$ cat src/rtl/lvds_pkg.sv
// Shared types and lane-map helpers for the LVDS video packer.
// Word layout is four 7-bit lanes, lane k at bits [7k+6:7k].
package lvds_pkg;

  localparam int LANES  = 4;
  localparam int LANE_W = 7;
  localparam int WORD_W = LANES * LANE_W;

  typedef struct packed {
    logic de;
    logic hs;
    logic vs;
    logic first;
  } vtg_t;

  function automatic logic [WORD_W-1:0] pack_word(
    input logic [23:0] rgb,
    input logic        hs,
    input logic        vs,
    input logic        de,
    input logic        jeida
  );
    logic [7:0] r;
    logic [7:0] g;
    logic [7:0] b;
    r = rgb[23:16];
    g = rgb[15:8];
    b = rgb[7:0];
    // JEIDA moves the MSBs into the VESA low-bit slots
    if (jeida) begin
      r = {r[1:0], r[7:2]};
      g = {g[1:0], g[7:2]};
      b = {b[1:0], b[7:2]};
    end
    return {1'b0, b[7:6], g[7:6], r[7:6],
            de, vs, hs, b[5:2],
            b[1:0], g[5:1],
            g[0], r[5:0]};
  endfunction

  function automatic logic [WORD_W-1:0] idle_word(
    input logic hs_pol,
    input logic vs_pol
  );
    return pack_word(24'h0, ~hs_pol, ~vs_pol, 1'b0, 1'b0);
  endfunction

endpackage

$ cat src/rtl/lvds_vtg.sv
// Video timing generator: h/v counters with active, FP, sync, BP order.
// Sync outputs are active-high; polarity is applied by the packer.
module lvds_vtg
  import lvds_pkg::*;
#(
  parameter int H_ACTIVE = 1024,
  parameter int H_FP     = 24,
  parameter int H_SYNC   = 136,
  parameter int H_BP     = 160,
  parameter int V_ACTIVE = 768,
  parameter int V_FP     = 3,
  parameter int V_SYNC   = 6,
  parameter int V_BP     = 29
) (
  input  logic clk,
  input  logic rst,
  input  logic en,
  output vtg_t tim
);

  localparam int HT = H_ACTIVE + H_FP + H_SYNC + H_BP;
  localparam int VT = V_ACTIVE + V_FP + V_SYNC + V_BP;
  localparam int HW = $clog2(HT + 1);
  localparam int VW = $clog2(VT + 1);

  localparam logic [HW-1:0] H_LAST = HW'(HT - 1);
  localparam logic [VW-1:0] V_LAST = VW'(VT - 1);
  localparam logic [HW-1:0] H_DE   = HW'(H_ACTIVE);
  localparam logic [HW-1:0] H_SS   = HW'(H_ACTIVE + H_FP);
  localparam logic [HW-1:0] H_SE   = HW'(H_ACTIVE + H_FP + H_SYNC);
  localparam logic [VW-1:0] V_DE   = VW'(V_ACTIVE);
  localparam logic [VW-1:0] V_SS   = VW'(V_ACTIVE + V_FP);
  localparam logic [VW-1:0] V_SE   = VW'(V_ACTIVE + V_FP + V_SYNC);

  logic [HW-1:0] h;
  logic [VW-1:0] v;

  always_ff @(posedge clk) begin
    if (!rst || !en) begin
      h <= '0;
      v <= '0;
    end else if (h == H_LAST) begin
      h <= '0;
      v <= (v == V_LAST) ? '0 : v + 1'b1;
    end else begin
      h <= h + 1'b1;
    end
  end

  always_comb begin
    tim       = '0;
    tim.de    = (h < H_DE) && (v < V_DE);
    tim.hs    = (h >= H_SS) && (h < H_SE);
    tim.vs    = (v >= V_SS) && (v < V_SE);
    tim.first = (h == '0) && (v == '0);
  end

endmodule

$ cat src/rtl/lvds_video_packer.sv
// RGB stream to 28-bit 7:1 LVDS parallel word with internal timing.
// One cycle of latency from counter state to dat_out.
module lvds_video_packer
  import lvds_pkg::*;
#(
  parameter int H_ACTIVE  = 1024,
  parameter int H_FP      = 24,
  parameter int H_SYNC    = 136,
  parameter int H_BP      = 160,
  parameter int V_ACTIVE  = 768,
  parameter int V_FP      = 3,
  parameter int V_SYNC    = 6,
  parameter int V_BP      = 29,
  parameter int HS_POL    = 0,
  parameter int VS_POL    = 0,
  parameter int MAP_JEIDA = 0
) (
  input  logic        clkdiv,
  input  logic        rst,
  input  logic        en,
  input  logic [23:0] pix_data,
  input  logic        pix_valid,
  input  logic        pix_sof,
  output logic        pix_ready,
  output logic [27:0] dat_out,
  output logic        frame_start,
  output logic        underflow,
  output logic        sof_err,
  input  logic        clr_err
);

  localparam logic HS_ACT = (HS_POL != 0);
  localparam logic VS_ACT = (VS_POL != 0);
  localparam logic JEIDA  = (MAP_JEIDA != 0);
  localparam logic [WORD_W-1:0] IDLE = idle_word(HS_ACT, VS_ACT);

  vtg_t        tim;
  logic        run;
  logic        take;
  logic        starve;
  logic        sof_bad;
  logic        hs_lvl;
  logic        vs_lvl;
  logic [23:0] rgb;

  lvds_vtg #(
    .H_ACTIVE (H_ACTIVE),
    .H_FP     (H_FP),
    .H_SYNC   (H_SYNC),
    .H_BP     (H_BP),
    .V_ACTIVE (V_ACTIVE),
    .V_FP     (V_FP),
    .V_SYNC   (V_SYNC),
    .V_BP     (V_BP)
  ) u_vtg (
    .clk (clkdiv),
    .rst (rst),
    .en  (en),
    .tim (tim)
  );

  assign run       = en & rst;
  assign pix_ready = tim.de & run;
  assign take      = pix_ready & pix_valid;
  assign starve    = pix_ready & ~pix_valid;
  assign sof_bad   = take & (pix_sof != tim.first);
  assign rgb       = take ? pix_data : 24'h0;
  assign hs_lvl    = tim.hs ? HS_ACT : ~HS_ACT;
  assign vs_lvl    = tim.vs ? VS_ACT : ~VS_ACT;

  // Error flags: a new event in the same cycle beats clr_err
  always_ff @(posedge clkdiv) begin
    if (!rst) begin
      dat_out     <= IDLE;
      frame_start <= 1'b0;
      underflow   <= 1'b0;
      sof_err     <= 1'b0;
    end else begin
      dat_out     <= en ? pack_word(rgb, hs_lvl, vs_lvl, tim.de, JEIDA)
                        : IDLE;
      frame_start <= en & tim.first;
      underflow   <= starve | (underflow & ~clr_err);
      sof_err     <= sof_bad | (sof_err & ~clr_err);
    end
  end

endmodule

$ cat config.mk
export PLATFORM = sky130hd
export DESIGN_NAME = lvds_video_packer
export DESIGN_NICKNAME = d
export VERILOG_FILES = /design/src/rtl/lvds_pkg.sv /design/src/rtl/lvds_vtg.sv /design/src/rtl/lvds_video_packer.sv
export SDC_FILE = /design/constraint.sdc
export NUM_CORES = 1
export LEC_CHECK = 0
export CAP_MARGIN = 20
export CORE_UTILIZATION = 41
export DETAILED_ROUTE_END_ITERATION = 8
export PLACE_DENSITY = 0.74
export SLEW_MARGIN = 0
export SYNTH_ARGS = -nofsm -noshare
export SYNTH_HDL_FRONTEND = slang
export SYNTH_SLANG_ARGS = --single-unit
$ cat constraint.sdc
create_clock -name clkdiv -period 1.7 [get_ports clkdiv]
set_clock_uncertainty 0.05 [all_clocks]
set_input_delay 0.34 -clock clkdiv [delete_from_list [all_inputs] [get_ports clkdiv]]
set_output_delay 0.34 -clock clkdiv [all_outputs]
set_load 0.01 [all_outputs]
==> results of run 1 <==
[kinds of logic after synthesis]
kind of cell | Yosys count | synth area share
AO/OA/AOI/OAI | 22 | 0.0651
XOR/XNOR | 10 | 0.0434
adder cells (fa/ha/maj) | 6 | 0.0372
buffers and inverters | 20 | 0.0409
flip-flops | 51 | 0.506
other | 1 | 0.00186
AND/OR/NAND/NOR | 102 | 0.306
[placed cells by master, fill, tap and decap left out, drive strengths merged, types with 3 or more instances in the layout]
cell type / instances
inv: 13
or4: 4
ha: 6
or3: 5
dfxtp: 51
xnor2: 8
clkdlybuf4s50: 59
o31ai: 3
nand4: 4
nand2: 8
nor2: 17
nor3: 7
nand3: 12
nor4b: 4
o21ai: 6
a21oi: 10
and2: 26
nor4: 3
buf: 26
clkbuf: 5
[metal layers]
layer,vias to the layer above,GRT usage,routed length (um)
met5,-,0,0
met3,9,0.0375,143
met2,37,0.316,2540
li1,895,-,-
met1,816,0.204,1900
met4,0,0.0915,116
[stage by stage]
stage	area, um^2	total power, mW	setup slack (ps)	TNS, ps	utilization
6_report	3040	2.08	42.0	0	0.644
3_3_place_gp	2830	1.43	-224	-2030	0.600
2_1_floorplan	2020	1.30	41.1	0	-
5_1_grt	3040	2.16	-36.6	-42.3	0.644
3_5_place_dp	2830	1.43	-235	-2900	0.600
4_1_cts	2940	2.11	4.70	0	0.622
[worst max-delay path, stage by stage (launching register included)]
cell                            delay (ps)
sky130_fd_sc_hd__dfxtp_1               350
sky130_fd_sc_hd__and2_2                240
sky130_fd_sc_hd__nor2_1                100
sky130_fd_sc_hd__dlygate4sd2_1         260
[flip-flops by register name, indices dropped and copies added (netlist names)]
register     flops
sof_err          1
frame_start      1
u_vtg.h         11
dat_out         27
u_vtg.v         10
underflow        1
[worst max-delay path by stage]
stage / to / slack, ps / cells past startpoint
floorplan: u_vtg.v[5] / 40 / 5
global placement: pix_ready / -220 / 4
detailed placement: pix_ready / -230 / 4
CTS: sof_err / 5 / 6
global route: sof_err / -40 / 6
finish: pix_ready / 40 / 3
[layout make-up]
cell class / instances / area share
timing repair buffer: 86 / 0.264
clock inverter: 2 / 0.00452
sequential: 51 / 0.343
tap: 67 / 0.0275
multi-input combinational: 141 / 0.323
inverter: 13 / 0.0160
clock buffer: 5 / 0.0226
[what timing repair did]
item                                    CTS  global route
resized for setup                         7            24
endpoints found under the setup margin   10             9
pin swaps                                 0             7
buffers inserted                          1             3
[power groups by stage]
stage | clock network [mW] | registers (mW) | logic [mW]
floorplan | 0 | 1.26 | 0.0409
global placement | 0 | 1.25 | 0.176
detailed placement | 0 | 1.25 | 0.178
CTS | 0.708 | 1.22 | 0.180
global route | 0.745 | 1.22 | 0.195
finish | 0.677 | 1.22 | 0.181
==> impl_metrics.ini, run 1 <==
[critical_path]
timing.rr.start = u_vtg.h[0]
crit_path_max_fanout = 5
critPathLaunch = u_vtg.v[9]
startpoint_type = flip-flop
timing.critical_path.arrival_ps = 1270
worst_r2r_endpoint = sof_err
worst_r2r_path_depth = 6
setup.reg_to_reg.worst_slack_ps = 50
worstSetupEndpointType = output pin
type_of_the_worst_setup_path = reg -> out
worst_ep_required_time_ps = 1310

[hold_path]
whs_path_depth = 2
hp-start = u_vtg.v[1]
holdPathEnd = u_vtg.v[1]
worstHoldPathType = reg -> reg

[floorplanning]
die_area_mm2 = 0.00521
floorplan.core_area_mm2 = 0.00472
die_w_um = 72.2
placement_rows = 25
die-height_um = 72.2
start_util = 0.427
number_of_primary_i_o_pins = 62

[logic_synthesis]
syn-cell-area_mm2 = 0.00202
synth.largest_area_cell = sky130_fd_sc_hd__dfxtp_1
synthDistinctLibCells = 35
synth.top_cells.by_area = sky130_fd_sc_hd__dfxtp_1, sky130_fd_sc_hd__and2_1, sky130_fd_sc_hd__ha_1
synth-seq-cells = 51
postSynthCellCount = 212
synth_enable_flop_cells = 0
yosys_most_used_dff = sky130_fd_sc_hd__dfxtp_1
ys.warnings.count = 0
avgSynthCellArea_um2 = 9.52
yosys.area.top_type_share = 0.506
synthArstFlopShare = 0
postSynthNetCount = 248
dominant_cell_by_count_in_the_synthesized_netlist = sky130_fd_sc_hd__dfxtp_1
seq_area_frac_synth = 0.506
post_synth_most_frequent_cells = sky130_fd_sc_hd__dfxtp_1, sky130_fd_sc_hd__and2_1, sky130_fd_sc_hd__nor2_1, sky130_fd_sc_hd__inv_1, sky130_fd_sc_hd__nand3_1

[cts]
post_cts_hold_buffer_count = 0
tritoncts = yes
clk_root_buffer_cell = sky130_fd_sc_hd__clkbuf_8
cts.clk_slew.worst_paths_ps = 100
numClockSinks = 51
numCtsBuffers = 5
clk-insertion-delay-late_ps = 310
cts_max_level = 2
ctsLongestPathBuffers = 2

[global_routing]
grt_start_max_net_pins = 25
initial_antenna_violation_count = 0
grt.total_usage = 0.179
grt_first_pass_wirelength_um = 7090
first_global_vias = 1538
grt_overflow_total = 0

[timing]
finalHoldWorstSlack_ps = 429
setup_repair_after_global_routing_missed_its_margin = true
drv_slew = 0
post-route-min-period_ps = 1660
timing.final.setup_violations = 0
period_share = 0.975
max_clock_freq_mhz = 603
hold_viol_final = 0

[routing]
number_of_remaining_drc_errors = 0
routed_vias_inst = 4.81
detailedRoute.firstIterationViolations = 100
detail-route-antenna-nets = 0
route.final.wire_length_um = 4700
avgRoutedWirePerCell_um = 12.9
detailroute.via_count = 1757
dr.pass1.iters = 4

[cells_and_area]
seq_area_mm2 = 0.00104
areaGrowthSynthToFinish_pct = 50.8
final_cell_count_no_fill = 365
drive_gt1_frac = 0.201
fillerInstances = 400
antenna_cells = 0
multiInputGateArea_um2 = 983
layout.nets = 334

[place]
gp_congestion = 0.816
placedCellCount = 354
placement.io_buffers = 60
sum_of_net_half_perimeters_after_detailed_placement_um = 3420

[run]
drv.max_cap_violation_count = 0

[pwr]
power.leakage_nw = 1.16
power-per-cell-area_mw_per_mm2 = 683
vdd.ir_drop.worst_v = 0.000405
share_comb_of_total_power = 0.087
intPower_mw = 1.61
netSwitchingPower_mw = 0.463
seq_power_share = 0.587
power.clock.fraction = 0.326
netSwitchingFraction = 0.223

[outcome]
outcome = complete, no violations
No activity file was read; power rests on OpenSTA's default activity.
==> run 2, diff against run 1 <==
- CORE_UTILIZATION: 41 -> 35
- PLACE_DENSITY: 0.74 -> 0.65
==> run 2 against run 1 <==
Effect of this change:
- sequential share of layout area fell by 0.89 points
- highest routed layer unchanged
- wire length fell by 2.9%
- die area rose by 17%
- total power rose by 7.8%
==> impl_metrics.ini, run 2 (synthesized netlist as in run 1, its figures left out) <==
[cts]
cts.clk_slew.worst_paths_ps = 90
cts_max_level = 2
numCtsBuffers = 5
tritoncts = yes
numClockSinks = 51
clk-insertion-delay-late_ps = 300
clk_root_buffer_cell = sky130_fd_sc_hd__clkbuf_8
ctsLongestPathBuffers = 2

[critical_path]
critical_path.slowest_cell = sky130_fd_sc_hd__or4_4
timing.critical_path.slowest_cell_delay_ps = 580
type_of_the_worst_setup_path = reg -> reg
timing.critical_path.arrival_ps = 1850
crit_buf_inv = 0
worstSetupEndpointType = flip-flop
crit_path_max_fanout = 8
worst_ep_required_time_ps = 1890
startpoint_type = flip-flop
crit_family = simple AND/OR/NAND/NOR gates
path_cells = and4bb_2 -> nand4b_4 -> or4_4 -> a21oi_2

[cells_and_area]
largest_reg_flops = 27
fin_util = 0.563
areaGrowthSynthToFinish_pct = 54.4
fillerInstances = 497
antenna_cells = 0
layout.nets = 335
top_register = dat_out
layout_top_registers = dat_out x27, u_vtg.h x11, u_vtg.v x10
commonest_non_fill_non_tap_cells_in_the_layout = sky130_fd_sc_hd__clkdlybuf4s50_1, sky130_fd_sc_hd__dfxtp_1, sky130_fd_sc_hd__and2_1, sky130_fd_sc_hd__buf_4, sky130_fd_sc_hd__nor2_1
drive_gt1_frac = 0.217
layout.cells.most_common = sky130_fd_sc_hd__clkdlybuf4s50_1

[floorplanning]
die_area_mm2 = 0.00607
die-height_um = 77.9
number_of_primary_i_o_pins = 62
floorplan.core_area_mm2 = 0.00554
die_w_um = 77.9
placement_rows = 27
start_util = 0.364

[place]
placement.io_buffers = 60
gp_congestion = 0.770
sum_of_net_half_perimeters_after_detailed_placement_um = 3310

[outcome]
outcome = complete, no violations

[timing]
setup_repair_after_global_routing_missed_its_margin = true
timing.final.setup_violations = 0
max_clock_freq_mhz = 600
drv_slew = 0
hold_viol_final = 0
post-route-min-period_ps = 1670
period_share = 0.980

[pwr]
power.leakage_nw = 1.19
finalPower_mw = 2.24
power-per-cell-area_mw_per_mm2 = 719
vdd.ir_drop.worst_v = 0.000517

[hold_path]
worstHoldPathType = reg -> reg

[global_routing]
grt_first_pass_wirelength_um = 7540
first_global_vias = 1673
grt.total_usage = 0.156
initial_antenna_violation_count = 0
grt_start_max_net_pins = 17
grt_overflow_total = 0

[run]
drv.max_cap_violation_count = 0

[routing]
detailedRoute.firstIterationViolations = 70
detailroute.via_count = 1773
routed_vias_inst = 4.77
avgRoutedWirePerCell_um = 12.3
dr.pass1.iters = 4
detail-route-antenna-nets = 0
number_of_remaining_drc_errors = 0
route.final.wire_length_um = 4570
## run 2: changes by cell type in the layout (fill, tap and decap cells not counted), moves of 2 or more
| cell | before | now |
|---|---|---|
| sky130_fd_sc_hd__ha_1 | 5 | 3 |
| sky130_fd_sc_hd__ha_2 | 0 | 2 |
| sky130_fd_sc_hd__dfxtp_1 | 40 | 42 |
| sky130_fd_sc_hd__dfxtp_2 | 8 | 6 |
## run 2: layout make-up
cell class / instances / area, um^2 / share of cell area
timing repair buffer: 87 / 811 / 0.260
clock buffer: 5 / 68.8 / 0.0221
sequential: 51 / 1040 / 0.334
multi-input combinational: 141 / 1010 / 0.326
tap: 72 / 90.1 / 0.0289
clock inverter: 3 / 43.8 / 0.0141
inverter: 13 / 48.8 / 0.0157
## run 2: layer usage
| metal | vias to the layer above | share of wire | wire, um | GRT usage |
|---|---|---|---|---|
| li1 | 901 | - | - | - |
| met1 | 824 | 0.44 | 2000 | 0.185 |
| met2 | 44 | 0.51 | 2330 | 0.274 |
| met3 | 4 | 0.046 | 209 | 0.0412 |
| met4 | 0 | 0.0057 | 26 | 0.0444 |
| met5 | - | 0 | 0 | 0 |
## run 2: path summary, 6_finish.rpt
kind / cells past startpoint / end / slack [ps] / startpoint
max: 4 / u_vtg.v[8] / 30 / u_vtg.h[8]
min: 1 / u_vtg.h[0] / 400 / u_vtg.h[0]
max reg2reg: 4 / u_vtg.v[8] / 30 / u_vtg.h[8]
min reg2reg: 1 / u_vtg.h[0] / 400 / u_vtg.h[0]
## run 2: power by group
group	internal, mW	leakage, nW	switching (mW)
Clock	0.438	0.0581	0.391
Sequential	1.21	0.419	0.00827
Combinational	0.126	0.710	0.0634
Total	1.78	1.19	0.463
## run 2: stage by stage
stage	worst slack [ps]	instance area, um^2	TNS (ps)	hold WS, ps	instances
3_3_place_gp	-227	2880	-1030	395	364
3_5_place_dp	-259	2880	-1700	410	364
4_1_cts	3.67	3020	0	393	372
6_report	34.5	3120	0	401	372
5_1_grt	-40.8	3120	-121	422	372
2_1_floorplan	41.1	2020	0	380	212
## run 2: repair_timing
item                       CTS  global route
pin swaps                    0            12
hold buffers                 0             0
gates resized for setup      8            27
setup endpoints to repair   11            19
gates cloned                 0             0
setup buffers                0             0
